[src/rtl/quad_step_decoder.sv]
// Quadrature decoder: 2-FF sync, stability filter, INIT/TRACK step decode,
// up/down position counter with parallel load and sticky illegal-transition flag.
module quad_step_decoder #(
  parameter int unsigned WIDTH      = 4,
  parameter int unsigned FILTER_LEN = 3
) (
  input  logic             Clk,
  input  logic             Reset,
  input  logic             A_in,
  input  logic             B_in,
  input  logic             Load,
  input  logic [WIDTH-1:0] Count_in,
  input  logic             Clear_err,
  output logic [WIDTH-1:0] Count_out,
  output logic             Up,
  output logic             Step,
  output logic             Err
);

  localparam logic [3:0]       FiltLen = 4'(FILTER_LEN);
  localparam logic [WIDTH-1:0] One     = WIDTH'(1);

  typedef enum logic {StInit, StTrack} state_e;

  state_e     state_q;
  logic [1:0] sync1_q, sync2_q;
  logic [1:0] cand_q, cand_d;
  logic [3:0] cnt_q, cnt_d;
  logic [1:0] code_q;
  logic [1:0] fwd_next, rev_next;
  logic       accept, fwd, rev;

  always_comb begin
    cand_d = cand_q;
    cnt_d  = cnt_q;
    if (sync2_q != cand_q) begin
      cand_d = sync2_q;
      cnt_d  = 4'd1;
    end else if (cnt_q < FiltLen) begin
      cnt_d = cnt_q + 4'd1;
    end
  end

  // Acceptance is decided on the edge the count reaches FILTER_LEN, so the
  // filtered code takes effect on that same edge rather than one later.
  assign accept = (cnt_d == FiltLen) && ((state_q == StInit) || (cand_d != code_q));

  always_comb begin
    fwd_next = 2'b00;
    rev_next = 2'b00;
    unique case (code_q)
      2'b00: begin fwd_next = 2'b01; rev_next = 2'b10; end
      2'b01: begin fwd_next = 2'b11; rev_next = 2'b00; end
      2'b11: begin fwd_next = 2'b10; rev_next = 2'b01; end
      2'b10: begin fwd_next = 2'b00; rev_next = 2'b11; end
      default: ;
    endcase
  end

  assign fwd = (cand_d == fwd_next);
  assign rev = (cand_d == rev_next);

  always_ff @(posedge Clk) begin
    if (Reset) begin
      sync1_q   <= 2'b00;
      sync2_q   <= 2'b00;
      cand_q    <= 2'b00;
      cnt_q     <= 4'd0;
      code_q    <= 2'b00;
      state_q   <= StInit;
      Count_out <= '0;
      Up        <= 1'b1;
      Step      <= 1'b0;
      Err       <= 1'b0;
    end else begin
      sync1_q <= {A_in, B_in};
      sync2_q <= sync1_q;
      cand_q  <= cand_d;
      cnt_q   <= cnt_d;
      Step    <= 1'b0;
      if (Clear_err) begin
        Err <= 1'b0;
      end
      if (accept) begin
        code_q <= cand_d;
        if (state_q == StInit) begin
          state_q <= StTrack;
        end else if (fwd) begin
          Up        <= 1'b1;
          Step      <= 1'b1;
          Count_out <= Count_out + One;
        end else if (rev) begin
          Up        <= 1'b0;
          Step      <= 1'b1;
          Count_out <= Count_out - One;
        end else begin
          Err <= 1'b1;
        end
      end
      // Load overrides any same-edge count update; Step/Up still report it.
      if (Load) begin
        Count_out <= Count_in;
      end
    end
  end

endmodule

[config.mk]
export PLATFORM = sky130hd
export DESIGN_NAME = quad_step_decoder
export DESIGN_NICKNAME = d
export VERILOG_FILES = /design/src/rtl/quad_step_decoder.sv
export SDC_FILE = /design/constraint.sdc
export NUM_CORES = 1
export LEC_CHECK = 0
export CAP_MARGIN = 0
export CORE_ASPECT_RATIO = 1.1
export CORE_UTILIZATION = 53
export CTS_BUF_LIST = sky130_fd_sc_hd__clkbuf_2 sky130_fd_sc_hd__clkbuf_4 sky130_fd_sc_hd__clkbuf_8
export DETAILED_ROUTE_END_ITERATION = 16
export PLACE_DENSITY = 0.82
export SETUP_SLACK_MARGIN = 0.4
export SYNTH_ARGS = -nofsm -noshare
export SYNTH_HDL_FRONTEND = slang
export SYNTH_SLANG_ARGS = --single-unit
[constraint.sdc]
create_clock -name Clk -period 4.05 [get_ports Clk]
set_input_delay 1.0125 -clock Clk [delete_from_list [all_inputs] [get_ports Clk]]
set_output_delay 1.0125 -clock Clk [all_outputs]
set_load 0.02 [all_outputs]
# After elaboration in Yosys (flattened, before gate mapping)
# Index checks and enable logic that the tools add are counted.
dict set report word_totals {
  reg_bits 20
  in_bits 10
  out_inout_bits 7
  elab_cells 53
}
dict set report op_classes {
  addsub 3
  order_cmp 1
  n_eq_ne 8
  muxes 19
  bitwise 2
  n_reduce_logical 10
}
# cell n
set ops {}
lappend ops {{4-bit two-way mux} 7}
lappend ops {{2-bit case mux with 4 select lines} 2}
lappend ops {{1-bit two-way mux} 9}
lappend ops {{4-bit by 1-bit adder with 4-bit output (second input constant)} 2}
lappend ops {{3-bit AND reduction} 2}
lappend ops {{2-bit nonzero test} 3}
lappend ops {{2-bit equality test} 2}
lappend ops {{2-bit equality test (second input constant)} 2}
lappend ops {{4-bit by 2-bit equality test with 1-bit output (second input constant)} 1}
lappend ops {{4-bit by 2-bit < comparator with 1-bit output (second input constant)} 1}
lappend ops {{2-bit inequality test} 2}
lappend ops {{4-bit by 1-bit subtractor with 4-bit output (second input constant)} 1}
lappend ops {{3-bit nonzero test} 1}
lappend ops {{3-bit OR reduction} 1}
lappend ops {{2-bit by 1-bit equality test with 1-bit output (second input constant)} 1}
lappend ops {{2-bit logical NOT} 1}
lappend ops {{2-bit two-way mux} 1}
lappend ops {{1-bit NOT} 2}
lappend ops {{1-bit logical AND} 1}
lappend ops {{1-bit logical OR} 1}

# Depth between registers and ports, before layout
dict set report logic_depth {
  word_depth 8
  ltp_mapped 8
  depth_no_buf 8
}

# Worst setup path before layout
# No wires, ideal clock.
dict set report synth_timing {
  kind {flip-flop to flip-flop}
  startpoint {register sync2_q[0]}
  endpoint {register Count_out[3]}
  setup_time_ns 0.088
  arrival_ns 1.796
  slack_ns 2.166
  path_stages_with_launch 9
  n_path_buf 0
  synth_period_minus_slack_ns 1.884
  path_cell_list {dfxtp_1 xor2_1 nand2_1 ha_1 a21o_1 a21oi_1 xnor2_1 a21o_1 a311oi_2}
}
dict set report synth_between {
  elab_chain_cells 7
  elab_cells_between_ends 16
  classes_between {5 x eq/ne; 6 x mux; 5 x reduce/logical}
}
# item line
set synth_rtl {}
lappend synth_rtl {{start: declaration} 26} ;# logic [1:0] sync1_q, sync2_q;
lappend synth_rtl {{start signal: assignment} 77} ;# sync2_q <= sync1_q;
lappend synth_rtl {{2-bit inequality test} 36} ;# if (sync2_q != cand_q) begin
lappend synth_rtl {{2-bit two-way mux} 36}
lappend synth_rtl {{2-bit equality test / 2-bit inequality test (equally long branches)} {60, 46}}
lappend synth_rtl {{4-bit two-way mux / 1-bit logical OR (equally long branches)} {88, 46}}
lappend synth_rtl {{4-bit two-way mux / 1-bit logical AND (equally long branches)} {86, 46}}
lappend synth_rtl {{4-bit two-way mux / 2-bit nonzero test (equally long branches)} -}
lappend synth_rtl {{4-bit two-way mux / 3-bit AND reduction (equally long branches)} -}
lappend synth_rtl {{end signal: assignment} 91} ;# Count_out <= Count_out + One;
lappend synth_rtl {{end signal: assignment} 95} ;# Count_out <= Count_out - One;
lappend synth_rtl {{end signal: assignment} 102} ;# Count_out <= Count_in;
lappend synth_rtl {{end: declaration} 14} ;# output logic [WIDTH-1:0] Count_out,
# Several ways; a longest one is shown, not always the timed one. The select of a mux whose other input is x is not followed.
# A chain may end at the register's enable or synchronous reset.

# Final worst setup path
dict set report layout_timing {
  startpoint {register Count_out[0]}
  endpoint {output port Count_out[0]}
}
# No word-level cell between the ends.

==> impl_metrics.yaml <==
timing:
  timing.fmax_mhz: 414
  finalCritPeriodShare_pct: 59.6
  setup_violations: 0
  whs_ns: 0.450
  finalWorstSetupSlack_ns: 1.63
  hold_violations: 0
  drv_slew: 0
  setup_tns_ns: 0
  worstMarginPinSlew_ns: 0.684
  max-slew-margin-rel_pct: 54.3
  layout_min_cycle_time_ns: 2.42
  rsz0062_at_grt: "no"
  skew_ns: 0.00214
yosys:
  syn_inst: 91
  synth_compound_area_share_pct: 8.93
  yosys-top-cells-count: "20 x dfxtp_1, 10 x nor2_1, 7 x xnor2_1, 6 x nor2b_1"
  synth_adder_area_share_pct: 6.22
  yosysTopAreaCell: "dfxtp_1"
  syn_nets: 105
  synth_edf_count: 0
  synthXorXnorAreaFrac_pct: 10.4
  yosysTopAreaCellShare_pct: 43.3
  synthMuxAreaShare_pct: 5.41
  async_flop_share_pct: 0
  synth-seq-cells: 20
  yosysWarningCount: 0
  synth_top_family_by_area: "simple AND/OR/NAND/NOR gates"
  synth.area.top_cells: "dfxtp_1 43%, xnor2_1 6.6%, mux2i_1 5.4%, ha_1 4.1%, nor2_1 4.1%"
  netlist_area_um2: 925
  synthDistinctLibCells: 30
  syn_avg_cell_area_um2: 10.2
  yosys.area_share.simple_pct: 22.9
  ys_seq_area_share_pct: 43.3
  ys.flop_type: "dfxtp_1"
  synth.most_common_cell: "dfxtp_1"
setup_path:
  path_cells: "clkdlybuf4s50_1"
  reg2reg_depth: 8
  slowest_delay_ns: 0.65
  cp_max_fo: 4
  end_kind: "primary output"
  cp-start-kind: "flip-flop"
  reg2reg_to: "Count_out[3]$_SDFFE_PP0P_"
  required_ns: 3.04
  critPathSlowestCell: "clkdlybuf4s50_1"
  worstSetupPathType: "reg -> out"
  r2r_slack_ns: 1.96
  critical_path.top_delay_family: "buffers and inverters"
  arrival_ns: 1.40
  reg2reg_from: "sync2_q[0]$_SDFF_PP0_"
  worstPathBufferInverterCount: 1
die:
  die_h_um: 45.8
  dieWidth_um: 41.8
  rows: 15
  die_area_um2: 1920
  initial_core_util_pct: 58.0
  boundaryPins: 17
  core_um2: 1600
clocking:
  cts.sinks: 20
  ctsRootBufferMaster: "clkbuf_4"
  path_clk_slew_ns: 0.11
  cts_resized: 0
  cts_made_buffers: 3
  cts_setup_buffers: 0
  htree_levels: 1
  clkLatencyLatePin_ns: 0.30
  tritoncts: "built"
  cts.path.max_buffers: 2
  ctsHoldBuffers: 0
global_route:
  grt_util_met2_pct: 30.6
  grt_max_degree: 22
  grt_overflow: 0
  grt_pass1_vias: 596
  use_met1_pct: 22.4
  grtUsageTotal_pct: 18.8
  grt_antenna_before_repair: 0
  globalRouteMet3Util_pct: 5.95
  busiest_layer: "met2"
  grt_pass1_wl_um: 2620
power:
  power_frac_comb_pct: 18.6
  p_int_uw: 301
  p_sw_share_pct: 26.0
  p_per_area_nw_per_um2: 362
  p_sw_uw: 106
  power_frac_clock_pct: 28.2
  finalPower_uw: 407
  seqPwrFrac_pct: 53.1
  leakage_nw: 0.467
  vdd_ir_drop_max_v: 0.000234
worst_hold_path:
  holdCritPathClass: "reg -> reg"
  min_to: "sync2_q[0]$_SDFF_PP0_"
  hold_start: "sync1_q[0]$_SDFF_PP0_"
  holdPathStages: 1
cells_and_area:
  final_nets: 123
  multi_input_area_um2: 498
  nFillCells: 117
  finalNonFillerCells: 125
  seq_area_um2: 400
  syn_to_final_growth_pct: 21.5
  drive_above_1_share_pct: 8.33
  diodes: 0
routing:
  post_drt_wl_per_cell_um: 12.0
  drc: 0
  drtAntennaViolNets: 0
  drt_iter0_markers: 18
  avgViaCountPerCell: 5.18
  wirelength_um: 1500
  vias: 648
  dr.pass1.iters: 3
place:
  place_congestion: 0.802
  numPortBuffers: 16
  pre_cts_slack_ns: 1.45
  dp_hpwl_um: 1160
  dp_cells: 121
job:
  max_cap_viol_count: 0
status:
  status: "complete, no violations"
[sequential cells by signal, indices dropped and copies added, names as in the netlist, 2 cells and up]
name,flops
cand_q,2
sync1_q,2
Count_out,4
sync2_q,2
code_q,2
cnt_q,4
[worst max path at each step]
| stage | startpoint | to | slack (ns) | depth (start not counted) |
|---|---|---|---|---|
| 2_1_floorplan | sync2_q[0]$_SDFF_PP0_ | Count_out[3]$_SDFFE_PP0P_ | 2.17 | 8 |
| 3_3_place_gp | Reset | Count_out[2]$_SDFFE_PP0P_ | 1.50 | 3 |
| 3_5_place_dp | Reset | Count_out[2]$_SDFFE_PP0P_ | 1.45 | 3 |
| 4_1_cts | Count_out[0]$_SDFFE_PP0P_ | Count_out[0] | 1.63 | 1 |
| 5_1_grt | Count_out[0]$_SDFFE_PP0P_ | Count_out[0] | 1.57 | 1 |
| 6_report | Count_out[0]$_SDFFE_PP0P_ | Count_out[0] | 1.63 | 1 |
[kinds of logic after synthesis]
group                      count (synthesis)
AOI/OAI and AO/OA                         11
DFF                                       20
adders and majority gates                  4
muxes                                      5
xor gates and xnor gates                  11
and+or+nand+nor                           35
buffers and inverters                      5
[metrics by stage]
step	area (um^2)	utilization (%)
2_1_floorplan	925	-
3_5_place_dp	1090	68.2
4_1_cts	1120	70.4
6_report	1120	70.4
5_1_grt	1120	70.4
3_3_place_gp	1090	68.2
[layer usage]
layer,vias up,share of wire [%]
met4,0,1.0
met2,12,46
met3,2,2.9
met5,-,0
met1,292,50
li1,342,-
[placed cells by master, fill, tap and decap left out]
cell type	instances
a211o_1	1
xnor2_1	7
xor2_1	4
nor3_1	1
a311oi_2	1
or4_1	1
nand2_1	5
ha_1	3
inv_1	2
o221ai_1	1
dfxtp_1	20
fa_1	1
nor2_1	10
mux2i_1	5
clkbuf_8	1
a21o_1	2
nor4_4	1
nand4_1	1
or2_2	1
nor3_4	1
clkdlybuf4s50_1	16
nand3_1	1
clkbuf_4	3
nand2b_1	2
a21oi_1	4
nand3b_1	1
or3_1	1
and4_4	1
nor2b_1	6
and2_1	2
a211oi_1	2
[cell type report]
cell class                      instances  area share, %
Clock buffer                            4           3.23
Inverter                                2          0.668
Multi-Input combinational cell         66           44.3
Sequential cell                        20           35.6
Tap cell                               17           1.89
Timing Repair Buffer                   16           14.3
[power by group through the flow]
| stage | registers (mW) | clock network [mW] | logic (mW) |
|---|---|---|---|
| 5_1_grt | 0.218 | 0.126 | 0.0861 |
| 4_1_cts | 0.216 | 0.117 | 0.0769 |
| 2_1_floorplan | 0.223 | 0 | 0.0499 |
| 3_3_place_gp | 0.220 | 0 | 0.0736 |
| 6_report | 0.216 | 0.115 | 0.0758 |
| 3_5_place_dp | 0.221 | 0 | 0.0766 |
No activity file was read; power rests on OpenSTA's default activity.
